`config.mk`:
```
export PLATFORM = sky130hd
export DESIGN_NAME = fetch_prefetch_queue
export DESIGN_NICKNAME = d
export VERILOG_FILES = /design/src/rtl/taiga_types.sv /design/src/rtl/taiga_fifo.sv /design/src/rtl/fetch_prefetch_queue.sv
export SDC_FILE = /design/constraint.sdc
export NUM_CORES = 1
export LEC_CHECK = 0
export ABC_AREA = 1
export CAP_MARGIN = 20
export CORE_ASPECT_RATIO = 1.5
export CORE_MARGIN = 4
export CORE_UTILIZATION = 25
export CTS_BUF_LIST = sky130_fd_sc_hd__clkbuf_4
export CTS_CLUSTER_DIAMETER = 60
export DETAILED_ROUTE_END_ITERATION = 6
export SYNTH_ARGS = -nofsm -noshare
export SYNTH_HDL_FRONTEND = slang
export SYNTH_SLANG_ARGS = --single-unit
```
`constraint.sdc`:
```
create_clock -name clk -period 8.6 [get_ports clk]
set_clock_uncertainty 0.2 [all_clocks]
set_input_delay 2.15 -clock clk [delete_from_list [all_inputs] [get_ports clk]]
set_output_delay 2.15 -clock clk [all_outputs]
set_load 0.1 [all_outputs]
```
`src/rtl/taiga_types.sv`:
```
// Shared fetch-path types: fetch-group record, prefetch FSM states and PC helpers.
package taiga_types;

   localparam int MAX_FETCH_WIDTH = 4;

   typedef enum logic [0:0] {
      RUN         = 1'b0,
      STALL_FAULT = 1'b1
   } fetch_state_t;

   // Sized for the widest legal group so one type serves every FETCH_WIDTH.
   typedef struct packed {
      logic [31:0]                       addr;
      logic [MAX_FETCH_WIDTH-1:0][31:0]  data;
      logic                              fault;
      logic [1:0]                        first_slot;
   } fetch_group_t;

   function automatic logic [1:0] word_index(input logic [31:0] pc, input int fetch_width);
      logic [31:0] idx;
      idx = (pc >> 2) & 32'(fetch_width - 1);
      return idx[1:0];
   endfunction

   function automatic logic [31:0] group_align(input logic [31:0] pc, input int fetch_width);
      return pc & ~(32'(4 * fetch_width) - 32'd1);
   endfunction

endpackage

```
`src/rtl/taiga_fifo.sv`:
```
// Generic synchronous FIFO, any depth >= 1; a push into a full FIFO is accepted when a pop
// happens in the same cycle. clear empties it; rd data is the head, valid while !empty.
module taiga_fifo #(
   parameter int DATA_WIDTH = 32,
   parameter int FIFO_DEPTH = 4,
   localparam int CW = $clog2(FIFO_DEPTH + 1)
) (
   input  logic                  clk,
   input  logic                  rst,
   input  logic                  clear,
   input  logic                  push,
   input  logic [DATA_WIDTH-1:0] push_data,
   input  logic                  pop,
   output logic [DATA_WIDTH-1:0] pop_data,
   output logic                  empty,
   output logic                  full,
   output logic [CW-1:0]         count
);

   localparam int PW = (FIFO_DEPTH > 1) ? $clog2(FIFO_DEPTH) : 1;

   logic [DATA_WIDTH-1:0] mem [FIFO_DEPTH];
   logic [PW-1:0]         rd_ptr;
   logic [PW-1:0]         wr_ptr;
   logic                  push_ok;
   logic                  pop_ok;

   function automatic logic [PW-1:0] ptr_inc(input logic [PW-1:0] p);
      return (p == PW'(FIFO_DEPTH - 1)) ? '0 : p + PW'(1);
   endfunction

   assign empty    = (count == '0);
   assign full     = (count == CW'(FIFO_DEPTH));
   assign pop_ok   = pop & ~empty;
   assign push_ok  = push & (~full | pop_ok);
   assign pop_data = mem[rd_ptr];

   always_ff @(posedge clk) begin
      if (rst || clear) begin
         rd_ptr <= '0;
         wr_ptr <= '0;
         count  <= '0;
      end else begin
         if (push_ok) wr_ptr <= ptr_inc(wr_ptr);
         if (pop_ok)  rd_ptr <= ptr_inc(rd_ptr);
         case ({push_ok, pop_ok})
            2'b10:   count <= count + CW'(1);
            2'b01:   count <= count - CW'(1);
            default: count <= count;
         endcase
      end
   end

   always_ff @(posedge clk) begin
      if (push_ok && !clear) mem[wr_ptr] <= push_data;
   end

endmodule

```
`src/rtl/fetch_prefetch_queue.sv`:
```
// Instruction prefetch queue: credit-limited group fetch, epoch-tagged in-order responses,
// per-instruction dequeue with 1-cycle response-to-decode latency; redirect flushes in one cycle.
module fetch_prefetch_queue
   import taiga_types::*;
#(
   parameter int          FETCH_WIDTH     = 2,
   parameter int          QUEUE_DEPTH     = 4,
   parameter int          MAX_OUTSTANDING = 2,
   parameter logic [31:0] RESET_PC        = 32'h8000_0000
) (
   input  logic                     clk,
   input  logic                     rst,
   output logic                     req_valid,
   input  logic                     req_ready,
   output logic [31:0]              req_addr,
   input  logic                     rsp_valid,
   input  logic [32*FETCH_WIDTH-1:0] rsp_data,
   input  logic                     rsp_fault,
   input  logic                     redirect_valid,
   input  logic [31:0]              redirect_pc,
   input  logic                     hold,
   output logic                     dec_valid,
   input  logic                     dec_ready,
   output logic [31:0]              dec_instr,
   output logic [31:0]              dec_pc,
   output logic                     dec_fault
);

   localparam logic [31:0] GROUP_BYTES = 32'(4 * FETCH_WIDTH);
   localparam int OUT_W = $clog2(MAX_OUTSTANDING + 1);
   localparam int QCNT_W = $clog2(QUEUE_DEPTH + 1);
   localparam int GW = $bits(fetch_group_t);

   fetch_state_t state, state_next;

   logic [31:0]      fetch_pc;
   logic [31:0]      rsp_pc;
   logic [1:0]       first_slot;
   logic [1:0]       slot_ptr;
   logic             epoch;
   logic [OUT_W-1:0] outstanding;

   logic              issue;
   logic              credit_ok;
   logic              enq;
   logic              deq;
   logic              q_pop;
   logic              last_slot;
   logic [1:0]        cur_slot;
   fetch_group_t      enq_group;
   fetch_group_t      head;
   logic [GW-1:0]     q_head_raw;
   logic              q_empty;
   logic              q_full;
   logic [QCNT_W-1:0] q_count;
   logic [0:0]        tag_epoch;
   logic              tag_empty;
   logic              tag_full;
   logic [OUT_W-1:0]  tag_count;

   assign credit_ok = (32'(outstanding) + 32'(q_count) < 32'(QUEUE_DEPTH)) &&
                      (32'(outstanding) < 32'(MAX_OUTSTANDING));
   assign req_valid = ~rst & (state == RUN) & ~hold & ~redirect_valid & credit_ok;
   assign req_addr  = fetch_pc;
   assign issue     = req_valid & req_ready;

   // Stale = older epoch, same-cycle redirect, or anything trailing a faulted group.
   assign enq = rsp_valid & ~redirect_valid & (tag_epoch[0] == epoch) & (state == RUN);

   always_comb begin
      enq_group            = '0;
      enq_group.addr       = rsp_pc;
      enq_group.fault      = rsp_fault;
      enq_group.first_slot = first_slot;
      for (int i = 0; i < FETCH_WIDTH; i++) begin
         enq_group.data[i] = rsp_data[32*i +: 32];
      end
   end

   taiga_fifo #(
      .DATA_WIDTH (GW),
      .FIFO_DEPTH (QUEUE_DEPTH)
   ) u_group_q (
      .clk       (clk),
      .rst       (rst),
      .clear     (redirect_valid),
      .push      (enq),
      .push_data (enq_group),
      .pop       (q_pop),
      .pop_data  (q_head_raw),
      .empty     (q_empty),
      .full      (q_full),
      .count     (q_count)
   );

   // Never cleared: stale tags must still be popped by their responses.
   taiga_fifo #(
      .DATA_WIDTH (1),
      .FIFO_DEPTH (MAX_OUTSTANDING)
   ) u_epoch_q (
      .clk       (clk),
      .rst       (rst),
      .clear     (1'b0),
      .push      (issue),
      .push_data (epoch),
      .pop       (rsp_valid),
      .pop_data  (tag_epoch),
      .empty     (tag_empty),
      .full      (tag_full),
      .count     (tag_count)
   );

   assign head      = q_head_raw;
   assign cur_slot  = (slot_ptr > head.first_slot) ? slot_ptr : head.first_slot;
   assign last_slot = head.fault | (cur_slot == 2'(FETCH_WIDTH - 1));
   assign dec_valid = ~rst & ~redirect_valid & ~q_empty;
   assign deq       = dec_valid & dec_ready;
   assign q_pop     = deq & last_slot;
   assign dec_instr = dec_valid ? head.data[cur_slot] : 32'd0;
   assign dec_pc    = dec_valid ? head.addr + 32'({cur_slot, 2'b00}) : 32'd0;
   assign dec_fault = dec_valid & head.fault;

   always_ff @(posedge clk) begin
      if (rst) begin
         fetch_pc    <= group_align(RESET_PC, FETCH_WIDTH);
         rsp_pc      <= group_align(RESET_PC, FETCH_WIDTH);
         first_slot  <= word_index(RESET_PC, FETCH_WIDTH);
         slot_ptr    <= '0;
         epoch       <= 1'b0;
         outstanding <= '0;
      end else begin
         case ({issue, rsp_valid})
            2'b10:   outstanding <= outstanding + OUT_W'(1);
            2'b01:   outstanding <= outstanding - OUT_W'(1);
            default: outstanding <= outstanding;
         endcase
         if (redirect_valid) begin
            epoch      <= ~epoch;
            fetch_pc   <= group_align(redirect_pc, FETCH_WIDTH);
            rsp_pc     <= group_align(redirect_pc, FETCH_WIDTH);
            first_slot <= word_index(redirect_pc, FETCH_WIDTH);
            slot_ptr   <= '0;
         end else begin
            if (issue) fetch_pc <= fetch_pc + GROUP_BYTES;
            if (enq) begin
               rsp_pc     <= rsp_pc + GROUP_BYTES;
               first_slot <= '0;
            end
            if (deq) slot_ptr <= last_slot ? 2'd0 : cur_slot + 2'd1;
         end
      end
   end

   always_ff @(posedge clk) begin
      if (rst) state <= RUN;
      else     state <= state_next;
   end

   always_comb begin
      state_next = state;
      if (redirect_valid) begin
         state_next = RUN;
      end else begin
         case (state)
            RUN:         if (enq && rsp_fault) state_next = STALL_FAULT;
            STALL_FAULT: state_next = STALL_FAULT;
            default:     state_next = RUN;
         endcase
      end
   end

   a_rsp_has_request: assert property (@(posedge clk) disable iff (rst)
      rsp_valid |-> (outstanding != '0) && !tag_empty);
   a_tag_no_overflow: assert property (@(posedge clk) disable iff (rst)
      issue |-> !tag_full);
   a_tag_tracks_outstanding: assert property (@(posedge clk) disable iff (rst)
      tag_count == outstanding);
   a_queue_has_room: assert property (@(posedge clk) disable iff (rst)
      enq |-> (!q_full || q_pop));

endmodule

```
==> flow_summary.ini <==
[status]
outcome = complete, no violations

[power_and_ir_drop]
p_per_area_mw_per_mm2 = 177
pwr-share-clk = 0.383
seqPwrFrac = 0.540
netSwitchingPower_mw = 1.17
netSwitchingFraction = 0.252
ir_worst_vdd_uv = 98.1
power_leakage_nw = 9.65
p_comb_frac = 0.077
p_int_mw = 3.47

[layout]
area_growth_pct = 23.5
fin_area_sq_mm = 0.0262
fillers = 8741
drive_gt1_frac = 0.121
nNetsFinal = 2625

[critical_path]
crit_chain = clkdlybuf4s50_1, nor2_4, buf_4, nand2_2, clkinv_1, nand2_2, buf_4, nor3_1, buf_12
critPathSlowestCell = nand2_2
critPathMaxStageDelay_ns = 0.64
r2r_slack_ns = 3.37
endpoint_kind = output pin
path_class = in -> out
critPathRequiredTime_ns = 6.25
cp_max_fo = 26
arrival_ns = 5.08
path_buf_inv = 5
start_kind = input port
crit_path_start = redirect_valid
critical-path-top-delay-family = buffers and inverters

[sta]
maxSlewHeadroom = 0.333
finalSetupViolCount = 0
fmax_ghz = 0.135
rsz0062_at_grt = no
timing.setup.tns_ns = 0
fin_crit_ns = 7.43
hold_viol_final = 0
maxSlewViolCount = 0
worst_pin_slew_ns = 0.998
finalCritPeriodShare = 0.864

[synthesis]
synth-main-ff-cell = edfxtp_1
synth_area_sq_mm = 0.0212
synth_compound_area_frac = 0.0587
synth-seq-cells = 461
synth_edf_count = 382
synth_top_family_by_area = simple AND/OR/NAND/NOR gates
synth_mux_area_frac = 0
synth.largest_area_cell = edfxtp_1
synth_simple_gate_area_share = 0.254
ys_types = 45
netlist_top_cells_count = nand2_1, edfxtp_1, nand3_1
netlist.area_leader.share = 0.541
synthAdderAreaFrac = 0.00979
synthArstFlopShare = 0
synth_warnings = 0
syn_area_per_cell_sq_um = 9.33
synthXorXnorAreaFrac = 0.0111
yosys.cell_count.top_type = nand2_1
synth_seq_area_share = 0.615
synth.area.top_cells = edfxtp_1, nand2_1, dfxtp_1, nand3_1, a21oi_1
netlist_instances = 2275

[placed_design]
placed_area_sq_mm = 0.0248
dp_hpwl_mm = 40.2
place_congestion = 0.935
io_buffers = 195

[detailed_routing]
drc = 0
via_per_inst = 4.54
postRouteAntennaNets = 0
drt_iter0_markers = 1048
drt_wl_total_mm = 62.3
via_count = 16900
firstDrtPassIters = 5
routedWlPerCell_um = 16.8

[floorplanning]
initial_utilization = 0.253
die_h_um = 365
die_width_um = 246
rows = 130
pin_count = 203
fp.coreArea_sq_mm = 0.0839
die-area_sq_mm = 0.0897

[clocking]
cts-root-buf = clkbuf_4
cts_tree = yes
numClockSinks = 461
postCtsHoldBufs = 0
clock_latency_ns = 0.86
postCtsSetupBuffers = 0
cts_buffer_depth = 3
path_clk_slew_ns = 0.07
numCtsBuffers = 112
htreeDepth = 3
cts_resized = 0

[run]
drv_cap = 0

[grt]
met1_usage = 0.162
grt_use_met2 = 0.231
overflow = 0
grt_pass1_vias = 16500
antenna_found_initial = 2
gr-usage-all-layers = 0.135
met3_usage = 0.0297
top_usage_layer = met2
grt_max_degree = 99
grt_pass1_wl_mm = 93.4

[min_path]
hp-class = reg -> reg
hold_start = u_epoch_q.rd_ptr
[layer usage]
metal	vias to the layer above	wire length, um
met1	7921	26500
met5	-	0
li1	8206	-
met2	617	29500
met4	0	2240
met3	138	4110
[layout by cell type (no fill, tap or decap), drive strengths merged, types with 22 or more instances in the layout]
cell and instances:
nand3 235, nor2 183, a21oi 127, xor2 22
dfxtp 79, inv 138, nor3 52, clkinv 40
o21ai 69, buf 90, clkdlybuf4s50 129, nand2 794
edfxtp 382, clkbuf 160
[power by group through the flow]
stage	logic (mW)	registers, mW	clock network, mW
floorplan	0.160	2.60	0
global placement	0.354	2.55	0
detailed placement	0.356	2.55	0
CTS	0.357	2.50	1.85
global route	0.385	2.51	1.95
finish	0.355	2.51	1.78
[metrics by stage]
step                      hold slack [ns]  worst slack [ns]  power (mW)   util  cells
after floorplan                     0.226             0.834        2.76      -   2279
after global placement              0.237              1.19        2.90  0.295   3512
after detailed placement            0.245              1.11        2.91  0.295   3512
after CTS                           0.238              1.14        4.71  0.312   3715
after global routing                0.253              1.02        4.85  0.312   3718
final                               0.239              1.17        4.64  0.312   3718
[state kept, by name, indices dropped and copies added, names as in the netlist, named ones only]
name and cells:
u_group_q.mem 380, req_addr 29, rsp_pc 29, u_group_q.count 3
outstanding 2, slot_ptr 2, u_epoch_q.count 2, u_epoch_q.mem 2
u_group_q.rd_ptr 2, u_group_q.wr_ptr 2, epoch 1, first_slot 1
state 1, u_epoch_q.rd_ptr 1, u_epoch_q.wr_ptr 1
[path summary, 6_finish.rpt]
check                              end  cells past startpoint
setup / recovery          dec_instr[7]                      9
hold / removal                    flop                      1
setup reg to reg  u_group_q.mem[2][37]                     16
hold reg to reg                   flop                      1
[logic make-up (layout without fill, tap and decap cells)]
kind of cell,Yosys count,in the layout
AO/OA/AOI/OAI,234,234
XOR/XNOR,27,27
adder cells (fa/ha/maj),16,16
buffers and inverters,245,560
flip-flops,461,461
other,1,7
AND/OR/NAND/NOR,1291,1291
[final cells by class]
class                      instances  area, sq um  share of cell area
timing repair buffer             219         2660               0.101
antenna                            2         5.00            0.000191
tap                             1122         1400              0.0536
clock inverter                    43          215             0.00821
clock buffer                     160         1200              0.0458
sequential                       461        13100               0.498
multi-input combinational       1573         7140               0.272
inverter                         138          527              0.0201
Power figures use the tool's default switching activity.
